**src/rtl/pe_drain_pkg.sv**
```systemverilog
// Shared definitions for the PE result drain controller: state encoding and
// the elaboration-time sizing helpers. calc_depth is also used by the result
// RAM, so the FIFO depth and the drain word count always agree.
package pe_drain_pkg;

  typedef enum logic [2:0] {
    ST_IDLE,
    ST_DRAIN,
    ST_PAUSE,
    ST_FLUSH,
    ST_DONE
  } drain_state_e;

  // Ceiling log2; returns 0 for v <= 1.
  function automatic int unsigned clog2(input int unsigned v);
    int unsigned r;
    int unsigned x;
    r = 0;
    x = 1;
    while (x < v) begin
      x = x << 1;
      r = r + 1;
    end
    return r;
  endfunction

  function automatic int unsigned ceil_div(input int unsigned a, input int unsigned b);
    return (a + b - 1) / b;
  endfunction

  // Words per bank per frame.
  function automatic int unsigned calc_depth(input int unsigned n, input int unsigned wh,
                                             input int unsigned hout, input int unsigned iw);
    return ceil_div((n / wh) * hout, iw);
  endfunction

endpackage

```
**src/rtl/pe_drain_rr_ptr.sv**
```systemverilog
// Round-robin bank pointer and per-bank word counter for the drain scheduler.
// Ports:
//   clk, rstn     clock / async active-low reset
//   adv           one read issued this cycle; step to the next bank
//   clr           return both counters to zero (frame end or abort)
//   bank_ptr      bank to read next
//   word_idx      word index within each bank
//   last_issue_c  the next issue is the final word of the frame
module pe_drain_rr_ptr #(
  parameter int unsigned WH     = 2,
  parameter int unsigned DEPTH  = 1024,
  parameter int unsigned BANK_W = 1,
  parameter int unsigned WORD_W = 10
) (
  input  logic              clk,
  input  logic              rstn,
  input  logic              adv,
  input  logic              clr,
  output logic [BANK_W-1:0] bank_ptr,
  output logic [WORD_W-1:0] word_idx,
  output logic              last_issue_c
);

  localparam logic [BANK_W-1:0] BANK_LAST = BANK_W'(WH - 1);
  localparam logic [WORD_W-1:0] WORD_LAST = WORD_W'(DEPTH - 1);

  logic [BANK_W-1:0] bank_ptr_q, bank_ptr_d;
  logic [WORD_W-1:0] word_idx_q, word_idx_d;

  // Next pointer: banks cycle fastest, word index steps on bank wrap.
  always_comb begin
    bank_ptr_d = bank_ptr_q;
    word_idx_d = word_idx_q;
    if (clr) begin
      bank_ptr_d = '0;
      word_idx_d = '0;
    end else if (adv) begin
      if (bank_ptr_q == BANK_LAST) begin
        bank_ptr_d = '0;
        word_idx_d = (word_idx_q == WORD_LAST) ? '0 : word_idx_q + WORD_W'(1);
      end else begin
        bank_ptr_d = bank_ptr_q + BANK_W'(1);
      end
    end
  end

  always_ff @(posedge clk or negedge rstn) begin
    if (!rstn) begin
      bank_ptr_q <= '0;
      word_idx_q <= '0;
    end else begin
      bank_ptr_q <= bank_ptr_d;
      word_idx_q <= word_idx_d;
    end
  end

  assign bank_ptr     = bank_ptr_q;
  assign word_idx     = word_idx_q;
  assign last_issue_c = (bank_ptr_q == BANK_LAST) && (word_idx_q == WORD_LAST);

endmodule

```
**src/rtl/pe_result_drain_ctrl.sv**
```systemverilog
// Drains a frame from the Wh result FIFO banks round-robin into one stream
// with a linear destination address, honouring downstream back-pressure.
// Ports:
//   clk, rstn      clock / async active-low reset
//   data_valid     result RAM holds a complete frame
//   row_rom_ready  downstream can accept a word this cycle
//   fifo_dataout   packed bank read data (bank b at b*Iw*DATA_WIDTH)
//   fifo_rden      one-hot bank read enable (combinational)
//   out_data       drained word, valid with out_valid
//   out_valid      out_data/out_bank/out_addr valid
//   out_bank       source bank of out_data
//   out_addr       word_idx*Wh + bank
//   drain_busy     frame drain in progress
//   frame_done     one-cycle pulse after the last word is delivered
//   drain_err      sticky: data_valid lost mid-frame
module pe_result_drain_ctrl
  import pe_drain_pkg::*;
#(
  parameter int unsigned DATA_WIDTH = 8,
  parameter int unsigned Iw         = 7,
  parameter int unsigned Wh         = 2,
  parameter int unsigned N          = 256,
  parameter int unsigned HOUT       = 56,
  localparam int unsigned DEPTH      = calc_depth(N, Wh, HOUT, Iw),
  localparam int unsigned BANK_W     = (clog2(Wh) > 0) ? clog2(Wh) : 1,
  localparam int unsigned ADDR_WIDTH = clog2(Wh * DEPTH)
) (
  input  logic                       clk,
  input  logic                       rstn,
  input  logic                       data_valid,
  input  logic                       row_rom_ready,
  input  logic [Wh*Iw*DATA_WIDTH-1:0] fifo_dataout,
  output logic [Wh-1:0]              fifo_rden,
  output logic [Iw*DATA_WIDTH-1:0]   out_data,
  output logic                       out_valid,
  output logic [BANK_W-1:0]          out_bank,
  output logic [ADDR_WIDTH-1:0]      out_addr,
  output logic                       drain_busy,
  output logic                       frame_done,
  output logic                       drain_err
);

  localparam int unsigned LANE_W = Iw * DATA_WIDTH;
  localparam int unsigned WORD_W = (clog2(DEPTH) > 0) ? clog2(DEPTH) : 1;

  drain_state_e state_q, state_d;

  logic                  issue_c;
  logic                  clr_c;
  logic [BANK_W-1:0]     bank_ptr;
  logic [WORD_W-1:0]     word_idx;
  logic                  last_issue_c;
  logic [ADDR_WIDTH-1:0] issue_addr_c;

  logic                  pipe_vld_q,  pipe_vld_d;
  logic [BANK_W-1:0]     pipe_bank_q, pipe_bank_d;
  logic [ADDR_WIDTH-1:0] pipe_addr_q, pipe_addr_d;
  logic                  busy_q, busy_d;
  logic                  done_q, done_d;
  logic                  err_q,  err_d;

  logic [LANE_W-1:0]     bank_word [Wh];

  pe_drain_rr_ptr #(
    .WH     (Wh),
    .DEPTH  (DEPTH),
    .BANK_W (BANK_W),
    .WORD_W (WORD_W)
  ) u_rr_ptr (
    .clk          (clk),
    .rstn         (rstn),
    .adv          (issue_c),
    .clr          (clr_c),
    .bank_ptr     (bank_ptr),
    .word_idx     (word_idx),
    .last_issue_c (last_issue_c)
  );

  // Next state, read issue, counter clear and error capture.
  always_comb begin
    state_d = state_q;
    issue_c = 1'b0;
    clr_c   = 1'b0;
    err_d   = err_q;
    case (state_q)
      ST_IDLE: begin
        if (data_valid) state_d = row_rom_ready ? ST_DRAIN : ST_PAUSE;
      end
      ST_DRAIN: begin
        if (!data_valid) begin
          err_d   = 1'b1;
          clr_c   = 1'b1;
          state_d = ST_IDLE;
        end else if (row_rom_ready) begin
          issue_c = 1'b1;
          // The final issue wins over a simultaneous ready drop.
          if (last_issue_c) state_d = ST_FLUSH;
        end else begin
          state_d = ST_PAUSE;
        end
      end
      ST_PAUSE: begin
        if (!data_valid) begin
          err_d   = 1'b1;
          clr_c   = 1'b1;
          state_d = ST_IDLE;
        end else if (row_rom_ready) begin
          state_d = ST_DRAIN;
        end
      end
      ST_FLUSH: state_d = ST_DONE;
      ST_DONE: begin
        clr_c   = 1'b1;
        state_d = ST_IDLE;
      end
      default: state_d = ST_IDLE;
    endcase
  end

  // One-hot read enable at the current bank pointer.
  always_comb begin
    fifo_rden = '0;
    for (int unsigned b = 0; b < Wh; b++) begin
      fifo_rden[b] = issue_c && (bank_ptr == BANK_W'(b));
    end
  end

  assign issue_addr_c = ADDR_WIDTH'(word_idx) * ADDR_WIDTH'(Wh) + ADDR_WIDTH'(bank_ptr);

  // Depth-1 pipe matching the FIFO read latency; status follows next state.
  always_comb begin
    pipe_vld_d  = issue_c;
    pipe_bank_d = issue_c ? bank_ptr : '0;
    pipe_addr_d = issue_c ? issue_addr_c : '0;
    busy_d      = state_d inside {ST_DRAIN, ST_PAUSE, ST_FLUSH};
    done_d      = (state_d == ST_DONE);
  end

  always_ff @(posedge clk or negedge rstn) begin
    if (!rstn) begin
      state_q     <= ST_IDLE;
      pipe_vld_q  <= 1'b0;
      pipe_bank_q <= '0;
      pipe_addr_q <= '0;
      busy_q      <= 1'b0;
      done_q      <= 1'b0;
      err_q       <= 1'b0;
    end else begin
      state_q     <= state_d;
      pipe_vld_q  <= pipe_vld_d;
      pipe_bank_q <= pipe_bank_d;
      pipe_addr_q <= pipe_addr_d;
      busy_q      <= busy_d;
      done_q      <= done_d;
      err_q       <= err_d;
    end
  end

  // FIFO dout is valid the cycle after rden, so select it with the piped bank.
  for (genvar g = 0; g < Wh; g++) begin : g_bank_word
    assign bank_word[g] = fifo_dataout[g*LANE_W +: LANE_W];
  end

  assign out_data   = pipe_vld_q ? bank_word[pipe_bank_q] : '0;
  assign out_valid  = pipe_vld_q;
  assign out_bank   = pipe_bank_q;
  assign out_addr   = pipe_addr_q;
  assign drain_busy = busy_q;
  assign frame_done = done_q;
  assign drain_err  = err_q;

endmodule

```
**config.mk**
```make
export PLATFORM = sky130hd
export DESIGN_NAME = pe_result_drain_ctrl
export DESIGN_NICKNAME = d
export VERILOG_FILES = /design/src/rtl/pe_drain_pkg.sv /design/src/rtl/pe_drain_rr_ptr.sv /design/src/rtl/pe_result_drain_ctrl.sv
export SDC_FILE = /design/constraint.sdc
export NUM_CORES = 1
export LEC_CHECK = 0
export ABC_AREA = 1
export CELL_PAD_IN_SITES_DETAIL_PLACEMENT = 1
export CELL_PAD_IN_SITES_GLOBAL_PLACEMENT = 1
export CORE_MARGIN = 2
export CORE_UTILIZATION = 21
export CTS_CLUSTER_SIZE = 20
export DETAILED_ROUTE_END_ITERATION = 10
export MAX_ROUTING_LAYER = met4
export PLACE_DENSITY_LB_ADDON = 0.1
export SLEW_MARGIN = 10
export SYNTH_ARGS = -nofsm -noshare
export SYNTH_HDL_FRONTEND = slang
export SYNTH_HIERARCHICAL = 1
export SYNTH_SLANG_ARGS = --single-unit
```
**constraint.sdc**
```tcl
create_clock -name clk -period 4.9 [get_ports clk]
set_clock_uncertainty 0.1 [all_clocks]
set_input_delay 1.225 -clock clk [delete_from_list [all_inputs] [get_ports clk]]
set_output_delay 1.225 -clock clk [all_outputs]
set_load 0.1 [all_outputs]
```
## Word level (Yosys, flattened, before mapping)

Index checks and enable logic that the tools add are counted.

| operators by class | value |
|---|---|
| add/sub/neg operators | 3 |
| order comparisons | 1 |
| equal/unequal tests | 9 |
| muxes and demuxes | 26 |
| bitwise logic cells | 3 |
| reductions and logical operators | 10 |

Operators by type and width:

| cell | number |
|---|---|
| $mux W56 | 4 |
| $mux W10 | 4 |
| $mux W3 | 6 |
| $eq A3 B2 Y1 const B | 4 |
| $pmux W3 S4 | 1 |
| $add A11 B1 Y11 | 1 |
| $mux W11 | 1 |
| $add A10 B1 Y10 const B | 1 |
| $eq A10 B10 Y1 const B | 1 |
| $mux W1 | 8 |
| $eq A3 B1 Y1 const B | 2 |
| $eq A3 B3 Y1 const B | 2 |
| $reduce_and A2 Y1 | 2 |
| $reduce_bool A2 Y1 | 2 |
| $logic_and A1 B1 Y1 | 3 |
| $logic_not A3 Y1 | 1 |
| $reduce_bool A3 Y1 | 1 |
| $ge A2 B2 Y1 const B | 1 |
| $mux W2 | 1 |
| $not A1 Y1 | 2 |
| $not A1 Y2 | 1 |
| $pmux W1 S2 | 1 |
| $reduce_or A2 Y1 | 1 |
| $add A1 B1 Y1 const B | 1 |

| word-level totals | value |
|---|---|
| flip-flop bits (word level) | 30 |
| input port bits | 116 |
| output and inout bits | 74 |

## Depth between registers and ports, before layout

Gate-level depths: netlist of run 1.

| logic depth | value |
|---|---|
| word-level depth | 8 |
| gate-level depth with buffers | 12 |
| depth with buffers taken out | 12 |

## Cells and area by module

Netlist of run 1, hierarchy kept.

Modules (own cells, without submodules):

| module | instances | cells an instance | area each (um2) | sequential area each (um2) |
|---|---|---|---|---|
| pe_result_drain_ctrl | 1 | 264 | 1,536.5 | 450.4 |
| pe_drain_rr_ptr | 1 | 90 | 646.9 | 275.3 |

## Worst setup path after synthesis of run 1

OpenSTA, ideal clock, no wires.

| timing path | value |
|---|---|
| path kind | reg2out |
| start | register, netlist name out_addr[0] |
| end | output out_data[25] |
| arrival time | 2.828 ns |
| path slack | 0.747 ns |
| cell stages (with the launch flop) | 5 |
| path buffers | 2 |
| cell sequence | dfrtp_1 -> buf_4 -> clkbuf_1 -> o21ai_0 -> nor2_1 |

RTL lines:

| element | line | source |
|---|---|---|
| end, declared | pe_result_drain_ctrl.sv:34 | `output logic [Iw*DATA_WIDTH-1:0] out_data,` |

## Worst setup path in the final report of run 1

| timing path | value |
|---|---|
| start | input data_valid |
| end | output fifo_rden[1] |

| on the way | value |
|---|---|
| word-level cells in the longest chain between the ends | 3 |

RTL lines:

| element | line | source |
|---|---|---|
| start, declared | pe_result_drain_ctrl.sv:30 | `input logic data_valid,` |
| $mux W1 | pe_result_drain_ctrl.sv:90 | `if (!data_valid) begin` |
| $mux W1 | pe_result_drain_ctrl.sv:85 | `case (state_q)` |
| $logic_and A1 B1 Y1 | pe_result_drain_ctrl.sv:124 | `fifo_rden[b] = issue_c && (bank_ptr == BANK_W'(b));` |
| end, declared | pe_result_drain_ctrl.sv:33 | `output logic [Wh-1:0] fifo_rden,` |

Every way passes these cells.

==> results of run 1 <==
==> placed cells by master (no fill, tap or decap), drive strengths merged <==
cell type / instances
nor2: 149
clkdlybuf4s50: 128
buf: 64
o21ai: 59
nand2: 38
inv: 34
dfrtp: 29
nand3: 8
clkbuf: 7
a21oi: 4
nand4: 2
xor2: 2
nor3: 2
o21bai: 1
and2: 1
nand3b: 1
a21boi: 1
ha: 1
==> power by group <==
group / leakage [nW] / internal, W / switching [W]
clock network: 0.0443 / 0.000111 / 0.0000839
logic: 1.54 / 0.000129 / 0.000219
registers: 0.394 / 0.000252 / 0.0000153
==> worst max path at each step <==
| stage | slack [ns] | depth (start not counted) | from | end |
|---|---|---|---|---|
| 6_report | 0.87 | 6 | data_valid | fifo_rden[1] |
| 5_1_grt | 0.70 | 6 | data_valid | fifo_rden[1] |
| 4_1_cts | 0.85 | 6 | data_valid | fifo_rden[1] |
| 3_5_place_dp | 0.85 | 6 | data_valid | fifo_rden[1] |
| 3_3_place_gp | 0.89 | 6 | data_valid | fifo_rden[1] |
| 2_1_floorplan | 0.75 | 4 | out_addr[0] | out_data[25] |
==> state kept, by name, indices dropped and copies added, names as in the netlist <==
| signal | flops |
|---|---|
| out_addr | 11 |
| u_rr_ptr/bank_ptr | 1 |
| u_rr_ptr/word_idx | 10 |
| drain_busy | 1 |
| frame_done | 1 |
| out_valid | 1 |
| state_q | 3 |
| drain_err | 1 |
==> area by class of cell <==
class,instances,area share [%]
repair buffers,192,43.3
multi-input cells,269,29.4
inverters,34,3.14
well taps,136,4.19
flip-flops and latches,29,17.9
clock buffers,7,2.12
==> worst reg2reg max path, stage by stage, from the launching register on <==
cell and delay (ns):
dfrtp_1 0.45, nor3_2 0.30, nand2_2 0.28, inv_1 0.20
nand2_2 0.13, nand2_4 0.16, nand2_1 0.10, o21ai_0 0.14
a21boi_1 0.17
==> cell families (layout without fill, tap and decap cells) <==
group                      Yosys count  count (layout)  synth area share [%]
AOI/OAI and AO/OA                   65              65                  15.1
xor gates and xnor gates             2               2                 0.802
adders and majority gates            1               1                 0.573
buffers and inverters               56             233                  12.1
DFF                                 29              29                  33.2
and+or+nand+nor                    201             201                  38.2
==> metrics by stage <==
stage / hold slack [ns] / worst slack [ns]
5_1_grt: 0.403 / 0.705
2_1_floorplan: 0.395 / 0.747
3_5_place_dp: 0.360 / 0.850
6_report: 0.377 / 0.874
4_1_cts: 0.381 / 0.847
3_3_place_gp: 0.352 / 0.892
==> per-layer routing <==
layer	vias up	track usage [%]	share of wire, %
met1	1327	20.9	43
li1	1440	-	-
met5	-	-	0
met2	100	30.8	48
met3	12	4.60	7.2
met4	0	4.42	1.5
==> out/metrics.csv, run 1 <==
stage,metric,value,unit
route,# DRC,0,
critical_path,reg-to-reg critical path startpoint,state_q[1],
yosys,post-synth top area cell,dfrtp_1,
yosys,synth unique cells,27,
global_routing,vias in the first global route,2848,
die,Die H,106,um
critical_path,worst path cell trace,"clkdlybuf4s50_1, nand2_1, inv_1, nand2_2, nor2_1, buf_4",
sta,setup violators final,0,
yosys,cells taking the most area after synthesis,"dfrtp_1 33%, nor2_1 24%, o21ai_0 14%",
route,Avg WL per Cell,15.1,um
yosys,Mapped Cells,354,
sta,f_max,248,MHz
global_routing,first-pass GRT wire length,15.5,mm
placement,Post-Place Cells,660,
yosys,Post-synth EDFFs,0,
critical_path,Reg2Reg Depth,8,
cells_and_area,share of cells above drive strength 1,16.6,%
cells_and_area,fill count,1284,
worst_hold_path,Hold WC Path Type,reg2reg,
placement,Buffers on Ports,189,
critical_path,max incr delay on CP,0.53,ns
cts,postcts setup bufs,0,
cells_and_area,Final Util,39.7,%
yosys,post-synth top area share,33.2,%
sta,unrepaired setup endpoints after global routing,no,
worst_hold_path,min-delay src,drain_err,
route,drt pass-1 iters,4,
die,die width,106,um
global_routing,initial antenna violation count,0,
sta,Rel. slew slack,27.5,%
cts,CTS resizes,0,
cts,Clock Pin Slew Worst Setup and Hold Paths,0.06,ns
worst_hold_path,worst hold path depth,2,
critical_path,Worst EP arrival,2.70,ns
route,Vias/cell,4.32,
cts,clk_lat worst skew,0.28,ns
yosys,cell with the most instances after synthesis,nor2_1,
yosys,Post-synth top flop,dfrtp_1,
run,Max-cap violations,0,
route,post-route ant nets,0,
cts,TritonCTS Buffers,5,
critical_path,critical path class,in2out,
cts,clock sinks,29,
outcome,status,completed,
route,aggregate routed wire length,10.0,mm
cells_and_area,register area,726,um^2
die,I/O pins,190,
global_routing,largest net degree at the start of global routing,59,
critical_path,Crit Path Max Fanout,13,
cells_and_area,"Design Area, Final",4070,um^2
sta,Final Hold Fails,0,
cells_and_area,area of the multi-input gates,1190,um^2
sta,min cycle time layout,4.03,ns
cts,"Hold-fix buffers, CTS",0,
cts,CTS root buffer,clkbuf_8,
cells_and_area,nets,648,
route,initial DRC count,103,
critical_path,CP max stage cell,clkdlybuf4s50_1,
global_routing,grt total ovfl,0,
yosys,Mapped Area,2180,um^2
critical_path,critical path capture point type,output pin,
yosys,ys async rst share,100,%
critical_path,Critical R2R Capture,u_rr_ptr/word_idx[5],
sta,Sum Neg Setup Slack,0,ns
yosys,Mean Syn Cell Area,6.17,um^2
cells_and_area,Post-Layout Cell Count,667,
pwr,Power per Cell Area,199,nW/um^2
cts,CTS tree,built,
die,Core ar.,10200,um^2
critical_path,critical path's top delay family,buffers and inverters,
critical_path,register-to-register setup slack,2.79,ns
sta,Slew @ Worst Pin,1.08,ns
cells_and_area,Layout area overhead,86.2,%
yosys,register area share after synthesis,33.2,%
cts,CTS H-tree depth,2,
pwr,VDD IR max,0.211,mV
critical_path,CP required,3.58,ns
die,Starting Density,21.3,%
critical_path,Worst setup SP type,primary input,
route,vias,2879,
sta,Max Transition Viols Final,0,
placement,dpl cell area,3980,um^2
pwr,leakage power,1.98,nW
placement,Final Wtd Congestion,0.770,
cells_and_area,diode count,0,
die,Die ar.,11200,um^2
pwr,Tot Pwr,0.000811,W
die,row cnt,37,
placement,dpl hpwl,7.79,mm
critical_path,CP bufs+invs,3,
yosys,Syn Nets,471,
sta,period utilization,82.2,%
worst_hold_path,Hold Crit Endpoint,drain_err,
yosys,"top cells by count, synth","138 x nor2_1, 59 x o21ai_0, 35 x nand2_1",
yosys,Yosys warning total,6,
yosys,register bit total from synthesis,29,
global_routing,GR Util All Layers,17.9,%
cts,Clock Path Buffers,2,
Power figures use the tool's default switching activity.
==> inputs of run 2 (changes only) <==
Settings changed: CORE_UTILIZATION 21 to 20.
Clock period 4.9 ns to 4 ns, I/O delays scaled along.
==> out/metrics.csv, run 2 (synthesized netlist as in run 1, its figures left out) <==
stage,metric,value,unit
pwr,VDD IR max,0.227,mV
cts,clock sinks,29,
sta,period utilization,83.6,%
sta,worst-case hold slack,0.392,ns
critical_path,Reg2Reg Depth,9,
die,Starting Density,20.3,%
critical_path,Worst setup SP type,primary input,
worst_hold_path,worst hold path depth,2,
route,vias,2946,
cells_and_area,most frequent cells in the layout,"138 x nor2_1, 128 x clkdlybuf4s50_1, 59 x o21ai_0, 59 x buf_12, 35 x nand2_1",
global_routing,vias in the first global route,2958,
cts,CTS resizes,0,
critical_path,Critical R2R Capture,u_rr_ptr/word_idx[5],
worst_hold_path,Hold Crit Endpoint,drain_err,
die,row cnt,38,
cts,"Hold-fix buffers, CTS",0,
die,I/O pins,190,
die,Core ar.,10700,um^2
cells_and_area,Final Util,45.3,%
critical_path,critical path class,in2out,
route,aggregate routed wire length,11.1,mm
route,post-route ant nets,0,
route,Vias/cell,4.36,
cells_and_area,Post-Layout Cell Count,676,
sta,Rel. slew slack,30.3,%
global_routing,largest net degree at the start of global routing,58,
critical_path,Crit Path Max Fanout,5,
pwr,Power per Cell Area,230,nW/um^2
placement,Final Wtd Congestion,0.779,
cts,TritonCTS Buffers,5,
cts,Clock Pin Slew Worst Setup and Hold Paths,0.06,ns
outcome,status,completed,
sta,Max Transition Viols Final,0,
die,Die H,108,um
sta,f_max,299,MHz
global_routing,first-pass GRT wire length,16.9,mm
worst_hold_path,Hold WC Path Type,reg2reg,
route,drt pass-1 iters,4,
critical_path,CP bufs+invs,3,
cells_and_area,Largest register FFs,11,
critical_path,critical path's top delay family,buffers and inverters,
worst_hold_path,min-delay src,drain_err,
sta,Sum Neg Setup Slack,0,ns
placement,Buffers on Ports,189,
placement,dpl hpwl,8.93,mm
critical_path,register-to-register setup slack,1.96,ns
cts,CTS tree,built,
global_routing,GR Util All Layers,19.4,%
sta,Final Hold Fails,0,
critical_path,worst path cell trace,"clkdlybuf4s50_1, nand2_1, inv_1, nand2_2, nor2_1, buf_12",
die,die width,108,um
cells_and_area,Layout area overhead,123,%
sta,setup violators final,0,
route,# DRC,0,
critical_path,reg-to-reg critical path startpoint,state_q[1],
critical_path,max incr delay on CP,0.53,ns
cells_and_area,nets,651,
run,Max-cap violations,0,
die,Die ar.,11800,um^2
cts,CTS root buffer,clkbuf_8,
cts,postcts setup bufs,0,
pwr,leakage power,2.18,nW
global_routing,initial antenna violation count,1,
cells_and_area,"most common cell after layout, fill and taps aside",nor2_1,
cts,clk_lat worst skew,0.28,ns
global_routing,grt total ovfl,0,
sta,unrepaired setup endpoints after global routing,no,
sta,min cycle time layout,3.34,ns
critical_path,Worst EP arrival,2.24,ns
critical_path,critical path capture point type,output pin,
critical_path,CP required,2.90,ns
route,Avg WL per Cell,16.4,um
critical_path,CP max stage cell,clkdlybuf4s50_1,
cells_and_area,fill count,1316,
cts,Clock Path Buffers,2,
route,initial DRC count,107,
sta,Slew @ Worst Pin,1.04,ns
cells_and_area,share of cells above drive strength 1,17.2,%
placement,Post-Place Cells,667,
cts,CTS H-tree depth,2,
==> run 2: through the flow <==
stage          power [W]  worst slack, ns  cell area [um^2]
2_1_floorplan   0.000586           0.0722              2180
3_3_place_gp    0.000806            0.693              4740
5_1_grt          0.00118            0.538              4860
3_5_place_dp    0.000811            0.644              4740
4_1_cts          0.00113            0.640              4860
6_report         0.00112            0.656              4860
==> run 2: tightest hold or removal path: cells and delay by family (launching register included) <==
family | cells | cell delay (ns)
buffers and inverters | 1 | 0.04
flip-flops | 1 | 0.35
AND/OR/NAND/NOR | 1 | 0.06
==> run 2: power by group <==
| group | leakage [nW] | internal [W] | switching, W |
|---|---|---|---|
| registers | 0.394 | 0.000309 | 0.0000187 |
| clock network | 0.0585 | 0.000203 | 0.000108 |
| logic | 1.72 | 0.000198 | 0.000279 |
==> run 2: worst max-delay path by stage <==
| stage | cells past startpoint | startpoint | to |
|---|---|---|---|
| after CTS | 6 | data_valid | fifo_rden[1] |
| after floorplan | 4 | out_addr[0] | out_data[25] |
| after detailed placement | 6 | data_valid | fifo_rden[1] |
| after global placement | 6 | data_valid | fifo_rden[1] |
| final | 6 | data_valid | fifo_rden[1] |
| after global routing | 6 | data_valid | fifo_rden[1] |
==> run 2: metal layers <==
metal  global-route usage [%]  routed length [um]
met3                     5.36                 931
met4                     6.41                 278
met5                        -                   0
met1                     20.7                4240
met2                     34.4                5620
==> run 2: cell type report <==
type / instances / area (um^2) / area share [%]
Multi-Input combinational cell: 269 / 1190 / 24.5
Antenna cell: 1 / 2.50 / 0.0515
Inverter: 34 / 128 / 2.62
Clock inverter: 1 / 30.0 / 0.617
Sequential cell: 29 / 726 / 14.9
Clock buffer: 7 / 86.3 / 1.78
Tap cell: 140 / 175 / 3.60
Timing Repair Buffer: 195 / 2520 / 51.9
==> RTL change: new RTL, flow settings as in run 2 <==
`DATA_WIDTH`: 8 -> 10.
--- a/src/rtl/pe_result_drain_ctrl.sv
+++ b/src/rtl/pe_result_drain_ctrl.sv
@@ -18,3 +18,3 @@
 #(
-  parameter int unsigned DATA_WIDTH = 8,
+  parameter int unsigned DATA_WIDTH = 10,
   parameter int unsigned Iw         = 7,
Interface: changed (resized fifo_dataout and out_data); port bits go from 190 to 232. No check against the original RTL was run, so the function may have changed too.
==> RTL change against run 2 <==
Maximum frequency decreased by 0.17%. Total power increased by 9.6%. Sequential cell count unchanged. Utilization increased by 3.6 points. Routed wire length increased by 22%. Worst setup slack got worse by 0.0056 ns. Area after synthesis increased by 7.7%. Cell area increased by 15%. Die area increased by 7.4%. Clock power increased by 8.7%. Critical path type unchanged. Critical endpoint unchanged. Largest power group unchanged. Highest routed layer unchanged.
==> RTL change: results (changes against run 2) <==
Outcome: complete, no violations
Vias in the first global route: 3692 (+25%)
DR iter-0 viols: 164 (+53%)
VDD IR max: 0.3169 mV (+40%)
Worst hold slack: 0.3781 ns (-0.01380 ns)
Syn_area_per_cell: 5.881 um^2 (-4.7%)
Worst-path clk slew: 0.04 ns (-0.02 ns)
Synthesized Nets: 545 (+16%)
Reg2reg setup slack: 1.92 ns (-0.04 ns)
Relative slew margins: 32.80% (+2.5 points)
Synth top area cells: dfrtp_1 (31%), nor2_1 (26%), o21ai_0 (16%)
Gpl congestion: 0.8142 (+4.5%)
Critical path fanouts, max: 5 (unchanged)
WL/cell: 17.70 um (+8.1%)
Synth cell count leaders: nor2_1 (166), o21ai_0 (73), nand2_1 (35), inv_1 (32), dfrtp_1 (29)
Placed cell areas: 0.005473 mm^2 (+15%)
Routed wire length: 13.45 mm (+22%)
Final Net Count: 763 (+17%)
Sequential-to-total area share from yosys stat: 30.85% (-2.4 points)
ANT cells: 0 (-1)
Inst Count DP: 754 (+13%)
DP HPWL: 10.81 mm (+21%)
PortBufs: 231 (+22%)
Share of layout cells above drive strength 1: 17.18% (about the same)
CTS Root Cell: clkbuf_16
Post-synth cell types: 26 (-3.7%)
Leakage power: 2.491 nW (+15%)
Pre-CTS WS: 0.6220 ns (-0.02232 ns)
Overall Global Routing Usage: 22.29% (+2.9 points)
Initial antenna violation count: 0 (-1)
Via-per-instance ratio: 4.478 (+2.7%)
First-pass GRT wire length: 21.40 mm (+26%)
## RTL change: cell types whose count changed after synthesis, sizes merged
cell | before | now
nor2 | 149 | 177
clkbuf | 10 | 14
o21ai | 59 | 73
## RTL change: worst max path at each step
stage                   end                   from  slack (ns)
2_1_floorplan   out_data[0]  out_addr[0]$_DFF_PN0_        0.08
3_3_place_gp   fifo_rden[1]             data_valid        0.65
3_5_place_dp   fifo_rden[1]             data_valid        0.62
4_1_cts        fifo_rden[1]             data_valid        0.62
5_1_grt        fifo_rden[1]             data_valid        0.51
6_report       fifo_rden[1]             data_valid        0.65
## RTL change: worst max-delay path, cell delays in order
cell,delay (ns)
clkdlybuf4s50_1,0.54
nand2_1,0.09
inv_1,0.08
nand2_2,0.10
nor2_1,0.23
buf_12,0.21
## RTL change: cells by family (layout without fill, tap and decap cells)
group / count (synthesis) / after routing / share of synthesized area, %
flops: 29 / 29 / 30.85
buf+inv: 60 / 277 / 10.96
simple gates: 229 / 229 / 39.89
compound gates: 79 / 79 / 17.02
fa+ha+maj: 1 / 1 / 0.5318
xor+xnor: 2 / 2 / 0.7448
## RTL change: cell type report
type	count	area, um^2
Clock inverter	1	5.005
Multi-Input combinational cell	311	1369
Sequential cell	29	726.9
Timing Repair Buffer	237	3070
Inverter	34	127.6
Fill cell	1378	5864
Tap cell	143	178.9
Clock buffer	5	125.1
## RTL change: through the flow
| step | total power (W) | utilization (%) |
|---|---|---|
| floorplan | 0.0006182 | - |
| global placement | 0.0008826 | 47.73 |
| detailed placement | 0.0008914 | 47.73 |
| CTS | 0.001235 | 48.86 |
| global route | 0.001277 | 48.86 |
| finish | 0.001223 | 48.86 |
## RTL change: metal layers
layer | vias up | wire length, um | track usage [%]
met4 | 0 | 389 | 7.805
met5 | - | 0 | -
met1 | 1590 | 5434 | 25.05
met3 | 23 | 861 | 5.184
li1 | 1672 | - | -
met2 | 118 | 6767 | 38.84
## RTL change: power by group
part	total [W]	switching [W]	internal [W]
Sequential	0.000328	0.0000179	0.000310
Combinational	0.000557	0.000321	0.000236
Clock	0.000338	0.000118	0.000221
Total	0.00122	0.000456	0.000767
